<file path="src/rtl/pong_draw_pkg.sv">
// pong_draw_pkg: shared constants and arbiter state encoding for the pong draw path.
package pong_draw_pkg;
  localparam int COORD_W = 9;
  localparam int COLOR_W = 3;
  localparam int NUM_REQ = 3;
  localparam logic [1:0] GRANT_NONE = 2'd3;
  typedef enum logic [2:0] {IDLE, ERASE, WAIT_ERASE, DRAW, WAIT_DRAW, ACK} arb_state_e;
endpackage

</file>
<file path="src/rtl/draw_rr_pick.sv">
// draw_rr_pick: combinational 3-way round-robin selector starting the scan at rr_ptr.
module draw_rr_pick
  import pong_draw_pkg::*;
(
  input  logic [NUM_REQ-1:0] req_valid,
  input  logic [1:0]         rr_ptr,
  output logic               pick_valid,
  output logic [1:0]         pick_idx
);
  logic [1:0] i1, i2;
  always_comb begin
    i1 = (rr_ptr == 2'd2) ? 2'd0 : rr_ptr + 2'd1;
    i2 = (i1 == 2'd2) ? 2'd0 : i1 + 2'd1;
    pick_valid = |req_valid;
    pick_idx = req_valid[rr_ptr] ? rr_ptr : req_valid[i1] ? i1 : i2;
  end
endmodule

</file>
<file path="src/rtl/draw_arbiter.sv">
// draw_arbiter: shares the rectangle drawer between paddles and ball (erase old, draw new, ack).
module draw_arbiter
  import pong_draw_pkg::*;
#(
  parameter logic [COLOR_W-1:0] BG_COLOR = 3'b000,
  parameter logic [COORD_W-1:0] REQ0_W   = 9'd10,
  parameter logic [COORD_W-1:0] REQ0_H   = 9'd48,
  parameter logic [COORD_W-1:0] REQ1_W   = 9'd10,
  parameter logic [COORD_W-1:0] REQ1_H   = 9'd48,
  parameter logic [COORD_W-1:0] REQ2_W   = 9'd4,
  parameter logic [COORD_W-1:0] REQ2_H   = 9'd4,
  parameter logic [31:0] TIMEOUT_CYCLES  = 32'd200000
) (
  input  logic                         clock,
  input  logic                         reset_n,
  input  logic [NUM_REQ-1:0]           req_valid,
  output logic [NUM_REQ-1:0]           req_ready,
  input  logic [NUM_REQ*COORD_W-1:0]   req_x,
  input  logic [NUM_REQ*COORD_W-1:0]   req_y,
  input  logic [NUM_REQ*COLOR_W-1:0]   req_color,
  output logic                         drw_start,
  output logic [COORD_W-1:0]           drw_x,
  output logic [COORD_W-1:0]           drw_y,
  output logic [COORD_W-1:0]           drw_w,
  output logic [COORD_W-1:0]           drw_h,
  output logic [COLOR_W-1:0]           drw_color,
  input  logic                         drw_done,
  output logic [1:0]                   grant
`ifdef DRAW_ARB_TIMEOUT_EN
  , output logic                       drw_timeout
`endif
);
  arb_state_e state_q, state_d;
  logic [1:0] g_q, g_d, rr_ptr_q;
  logic [COORD_W-1:0] cur_x_q, cur_x_d, cur_y_q, cur_y_d;
  logic [COLOR_W-1:0] cur_c_q, cur_c_d;
  logic [NUM_REQ-1:0] prev_valid_q;
  logic [NUM_REQ-1:0][COORD_W-1:0] prev_x_q, prev_y_q;
  logic pick_valid, erase_ph, draw_ph, timeout_hit;
  logic [1:0] pick_idx;
  draw_rr_pick u_pick (
    .req_valid (req_valid),
    .rr_ptr    (rr_ptr_q),
    .pick_valid(pick_valid),
    .pick_idx  (pick_idx)
  );
`ifdef DRAW_ARB_TIMEOUT_EN
  logic [31:0] cnt_q;
  logic        to_q;
  assign timeout_hit = (erase_ph || draw_ph) && !drw_start && (cnt_q + 32'd1 == TIMEOUT_CYCLES);
  assign drw_timeout = to_q;
  always_ff @(posedge clock or negedge reset_n)
    if (!reset_n) begin
      cnt_q <= '0;
      to_q  <= 1'b0;
    end else begin
      cnt_q <= drw_start ? 32'd1 : (erase_ph || draw_ph) ? cnt_q + 32'd1 : cnt_q;
      to_q  <= to_q | (timeout_hit & ~drw_done);
    end
`else
  assign timeout_hit = 1'b0;
`endif
  always_comb begin
    state_d = state_q;
    g_d     = g_q;
    cur_x_d = cur_x_q;
    cur_y_d = cur_y_q;
    cur_c_d = cur_c_q;
    case (state_q)
      IDLE: if (pick_valid) begin
        g_d     = pick_idx;
        cur_x_d = req_x[COORD_W*pick_idx +: COORD_W];
        cur_y_d = req_y[COORD_W*pick_idx +: COORD_W];
        cur_c_d = req_color[COLOR_W*pick_idx +: COLOR_W];
        state_d = prev_valid_q[pick_idx] ? ERASE : DRAW;
      end
      ERASE:      state_d = WAIT_ERASE;
      WAIT_ERASE: state_d = timeout_hit ? ACK : drw_done ? DRAW : WAIT_ERASE;
      DRAW:       state_d = WAIT_DRAW;
      WAIT_DRAW:  state_d = (timeout_hit || drw_done) ? ACK : WAIT_DRAW;
      default:    state_d = IDLE;
    endcase
  end
  always_comb begin
    erase_ph  = (state_q == ERASE) || (state_q == WAIT_ERASE);
    draw_ph   = (state_q == DRAW) || (state_q == WAIT_DRAW);
    drw_start = (state_q == ERASE) || (state_q == DRAW);
    drw_x     = erase_ph ? prev_x_q[g_q] : draw_ph ? cur_x_q : '0;
    drw_y     = erase_ph ? prev_y_q[g_q] : draw_ph ? cur_y_q : '0;
    drw_w     = !(erase_ph || draw_ph) ? '0 : (g_q == 2'd0) ? REQ0_W : (g_q == 2'd1) ? REQ1_W : REQ2_W;
    drw_h     = !(erase_ph || draw_ph) ? '0 : (g_q == 2'd0) ? REQ0_H : (g_q == 2'd1) ? REQ1_H : REQ2_H;
    drw_color = draw_ph ? cur_c_q : BG_COLOR;
    req_ready = (state_q == ACK) ? 3'b001 << g_q : '0;
    grant     = (state_q == IDLE) ? GRANT_NONE : g_q;
  end
  always_ff @(posedge clock or negedge reset_n)
    if (!reset_n) begin
      state_q      <= IDLE;
      g_q          <= '0;
      cur_x_q      <= '0;
      cur_y_q      <= '0;
      cur_c_q      <= '0;
      rr_ptr_q     <= '0;
      prev_valid_q <= '0;
      prev_x_q     <= '0;
      prev_y_q     <= '0;
    end else begin
      state_q <= state_d;
      g_q     <= g_d;
      cur_x_q <= cur_x_d;
      cur_y_q <= cur_y_d;
      cur_c_q <= cur_c_d;
      if (state_q == ACK) begin
        prev_x_q[g_q]     <= cur_x_q;
        prev_y_q[g_q]     <= cur_y_q;
        prev_valid_q[g_q] <= 1'b1;
        rr_ptr_q          <= (g_q == 2'd2) ? 2'd0 : g_q + 2'd1;
      end
    end
endmodule

</file>
<file path="config.mk">
export PLATFORM = sky130hd
export DESIGN_NAME = draw_arbiter
export DESIGN_NICKNAME = d
export VERILOG_FILES = /design/src/rtl/pong_draw_pkg.sv /design/src/rtl/draw_rr_pick.sv /design/src/rtl/draw_arbiter.sv
export SDC_FILE = /design/constraint.sdc
export NUM_CORES = 1
export LEC_CHECK = 0
export BUFFER_PORTS_ARGS = -buffer_cell sky130_fd_sc_hd__buf_2
export CAP_MARGIN = 20
export CORE_ASPECT_RATIO = 1.4
export CORE_MARGIN = 5
export CORE_UTILIZATION = 43
export CTS_BUF_LIST = sky130_fd_sc_hd__clkbuf_2
export CTS_CLUSTER_DIAMETER = 60
export CTS_CLUSTER_SIZE = 16
export DETAILED_ROUTE_END_ITERATION = 10
export PLACE_DENSITY = 0.78
export SLEW_MARGIN = 20
export SYNTH_ARGS = -nofsm -noshare
export SYNTH_HDL_FRONTEND = slang
export SYNTH_SLANG_ARGS = --single-unit
</file>
<file path="constraint.sdc">
create_clock -name clock -period 2.2 [get_ports clock]
set_input_delay 0.11 -clock clock [delete_from_list [all_inputs] [get_ports clock]]
set_output_delay 0.11 -clock clock [all_outputs]
set_load 0.01 [all_outputs]
</file>
==> impl_metrics.env <==
export IMPL_pre_cts_slack_ns=0.393
export IMPL_htreeDepth=3
export IMPL_period_needed_ns=2.10
export IMPL_die_h_um=131
export IMPL_finalWorstSetupSlack_ns=0.0957
export IMPL_avgViaCountPerCell=5.46
export IMPL_power_switching_share_pct=42.6
export IMPL_min_path_type="input pin to asynchronous set/reset pin"
export IMPL_vias=3868
export IMPL_num_fill_cells=861
export IMPL_insertion_delay_ns=0.56
export IMPL_initial_utilization_pct=43.6
export IMPL_cts_buffers=9
export IMPL_grt_max_degree=48
export IMPL_syn_inst=397
export IMPL_endpoint_kind="output port"
export IMPL_finalNonFillerCells=709
export IMPL_io_buffers=101
export IMPL_async_flop_share_pct=100
export IMPL_slew_viol_final=0
export IMPL_drt_iter0_drc=259
export IMPL_endpoint="drw_y[0]"
export IMPL_netlist_area_sq_mm=0.00451
export IMPL_drc=0
export IMPL_first_global_vias=4233
export IMPL_grt_overflow_total=0
export IMPL_tns_ns=0
export IMPL_core_area_sq_mm=0.0103
export IMPL_hold_viol=0
export IMPL_yosys_cell_count_top_type="dfrtp_1"
export IMPL_wire_per_inst_um=19.0
export IMPL_io_pins=114
export IMPL_die_w_um=96.6
export IMPL_antenna_found_initial=1
export IMPL_startpoint="state_q[0]$_DFFE_PN0P_"
export IMPL_yosys_warnings=0
export IMPL_timing_rr_start="rr_ptr_q[0]$_DFFE_PN0P_"
export IMPL_reg2reg_to="cur_x_q[8]$_DFFE_PN0P_"
export IMPL_synthFlopType="dfrtp_1"
export IMPL_worstPathRequired_ns=2.09
export IMPL_synth_edff_count=0
export IMPL_reg2regPathDepth=5
export IMPL_p_per_area_mw_per_mm2=1170
export IMPL_clockPowerShare_pct=11.7
export IMPL_synth_top_area_cell="dfrtp_1"
export IMPL_internal_power_w=0.00400
export IMPL_drive_gt1_share_pct=40.6
export IMPL_slowest_delay_ns=0.48
export IMPL_synth_seq_cells=85
export IMPL_peakVddDrop_uv=618
export IMPL_cap_violations=0
export IMPL_avgSynthCellArea_sq_um=11.4
export IMPL_finalPower_w=0.00696
export IMPL_dr_pass1_iters=4
export IMPL_relSlewSlack_pct=60.0
export IMPL_rrSetupSlack_ns=0.33
export IMPL_switchingPower_w=0.00296
export IMPL_clkSlewWorstSetupHoldPaths_ns=0.23
export IMPL_critPathLaunchType="flop"
export IMPL_status="finished, final reports clean"
export IMPL_crit_slowest_cell="dfrtp_2"
export IMPL_gr_usage_all_layers_pct=21.7
export IMPL_fp_row_count=44
export IMPL_dp_cells=620
export IMPL_tritoncts="built"
export IMPL_ys_types=42
export IMPL_seqPwrFrac_pct=37.9
export IMPL_dieArea_sq_mm=0.0127
export IMPL_crit_type="flop to output port"
export IMPL_root_buffer="clkbuf_2"
export IMPL_cts_sinks=85
export IMPL_routabilityCongestion=0.822
export IMPL_max_freq_mhz=475
export IMPL_critPathArrivalTime_ns=1.99
export IMPL_synth_commonest_cells="85 x dfrtp_1, 50 x mux2_2, 43 x nand2_1"
export IMPL_post_route_period_util_pct=95.6
export IMPL_ys_top_cells_by_area="dfrtp_1 47%, mux2_2 12%, a221oi_2 6.3%, o21ai_0 4.7%, mux2i_1 4.0%"
export IMPL_totalWireLength_um=13500
export IMPL_rsz0062_at_grt="yes"
export IMPL_path_max_fanout=15
export IMPL_grt_pass1_wl_um=21100
export IMPL_synthToLayoutAreaGrowth_pct=31.9
export IMPL_fin_skew_ns=0.0244
export IMPL_finalSetupViolations=0
export IMPL_cts_buffer_depth=2
export IMPL_ant_nets=0
export IMPL_synth_yosys_seq_area_share_pct=47.2
export IMPL_comb_power_share_pct=50.4
export IMPL_nets=631
export IMPL_worst_slew_pin_slew_ns=0.600
export IMPL_synth_top_area_share_pct=47.2
export IMPL_path_cells="nor2b_2 > a21o_1 > buf_6 > a22o_1 > buf_2"
export IMPL_p_leak_nw=2.85
export IMPL_dp_hpwl_um=8260
## area by class of cell
type | count | area [sq um] | share of cell area, %
sequential | 85 | 2130 | 35.9
multi-input combinational | 273 | 2130 | 35.8
timing repair buffer | 191 | 1380 | 23.2
tap | 138 | 173 | 2.90
clock inverter | 5 | 60.1 | 1.01
clock buffer | 11 | 55.1 | 0.926
antenna | 4 | 10.0 | 0.168
inverter | 2 | 7.51 | 0.126
## cells in the final DEF, fill, tap and decap left out, types with 19 or more instances in the layout
master / netlist / layout
mux2_2: 50 / 50
buf_4: 18 / 20
a221oi_2: 19 / 19
nand2_1: 43 / 43
o21ai_1: 20 / 20
buf_2: 15 / 100
dlygate4sd3_1: 0 / 65
o21ai_0: 42 / 42
dfrtp_1: 85 / 80
## per-stage QoR
step                instance area, sq um  utilization, %  hold slack [ns]
floorplan                           4550               -           -0.186
finish                              5950            57.5           0.0793
CTS                                 5900            57.0           0.0458
global placement                    5090            49.2            0.142
detailed placement                  5090            49.2            0.153
global route                        5940            57.4           0.0995
## flip-flops by register name, summed over array words and instances (netlist names)
name	cells
prev_x_q	27
prev_y_q	27
cur_x_q	9
cur_y_q	9
cur_c_q	3
prev_valid_q	3
state_q	3
g_q	2
rr_ptr_q	2
## repair_timing
item,in CTS,in global routing
setup endpoints to repair,24,11
pin swaps,0,0
resized for setup,10,8
endpoints found under the hold margin,86,0
buffers inserted,3,1
hold buffers,65,0
## critical path: cells and delay by family, from the launching register on
kind	cells	cell delay, ns
DFF	1	0.48
AOI/OAI and AO/OA	2	0.47
buffers and inverters	2	0.31
and+or+nand+nor	1	0.17
## layer usage
metal	part of all wire, %	up-vias	GRT usage [%]
met3	5.4	62	3.89
met5	0	-	0
li1	-	1748	-
met1	36	1890	24.0
met4	5.3	0	13.3
met2	53	168	37.3
## how the worst min path moves through the flow
| stage | slack (ns) | start | end |
|---|---|---|---|
| after floorplan | -0.19 | reset_n | cur_c_q[0]$_DFFE_PN0P_ |
| after global placement | 0.14 | reset_n | cur_c_q[1]$_DFFE_PN0P_ |
| after detailed placement | 0.15 | reset_n | cur_c_q[2]$_DFFE_PN0P_ |
| after CTS | 0.05 | reset_n | prev_x_q[26]$_DFFE_PN0P_ |
| after global routing | 0.1 | reset_n | prev_x_q[5]$_DFFE_PN0P_ |
| final | 0.08 | reset_n | prev_x_q[14]$_DFFE_PN0P_ |
## kinds of logic (layout without fill, tap and decap cells)
kind of cell / Yosys count / after routing / share of synthesized area (%)
AOI/OAI and AO/OA: 113 / 113 / 19.7
DFF: 85 / 85 / 47.2
and+or+nand+nor: 75 / 75 / 8.16
muxes: 72 / 72 / 17.5
buffers and inverters: 50 / 209 / 7.27
other: 1 / 16 / 0.0831
xor gates and xnor gates: 1 / 1 / 0.194
## power groups by stage
| stage | Combinational (W) | Sequential (W) | Clock, W |
|---|---|---|---|
| 2_1_floorplan | 0.00246 | 0.00244 | 0 |
| 3_3_place_gp | 0.00314 | 0.00262 | 0 |
| 3_5_place_dp | 0.00324 | 0.00268 | 0 |
| 4_1_cts | 0.00343 | 0.00262 | 0.000834 |
| 5_1_grt | 0.00381 | 0.00271 | 0.000897 |
| 6_report | 0.00351 | 0.00264 | 0.000817 |
(Power assumes the default switching activity.)
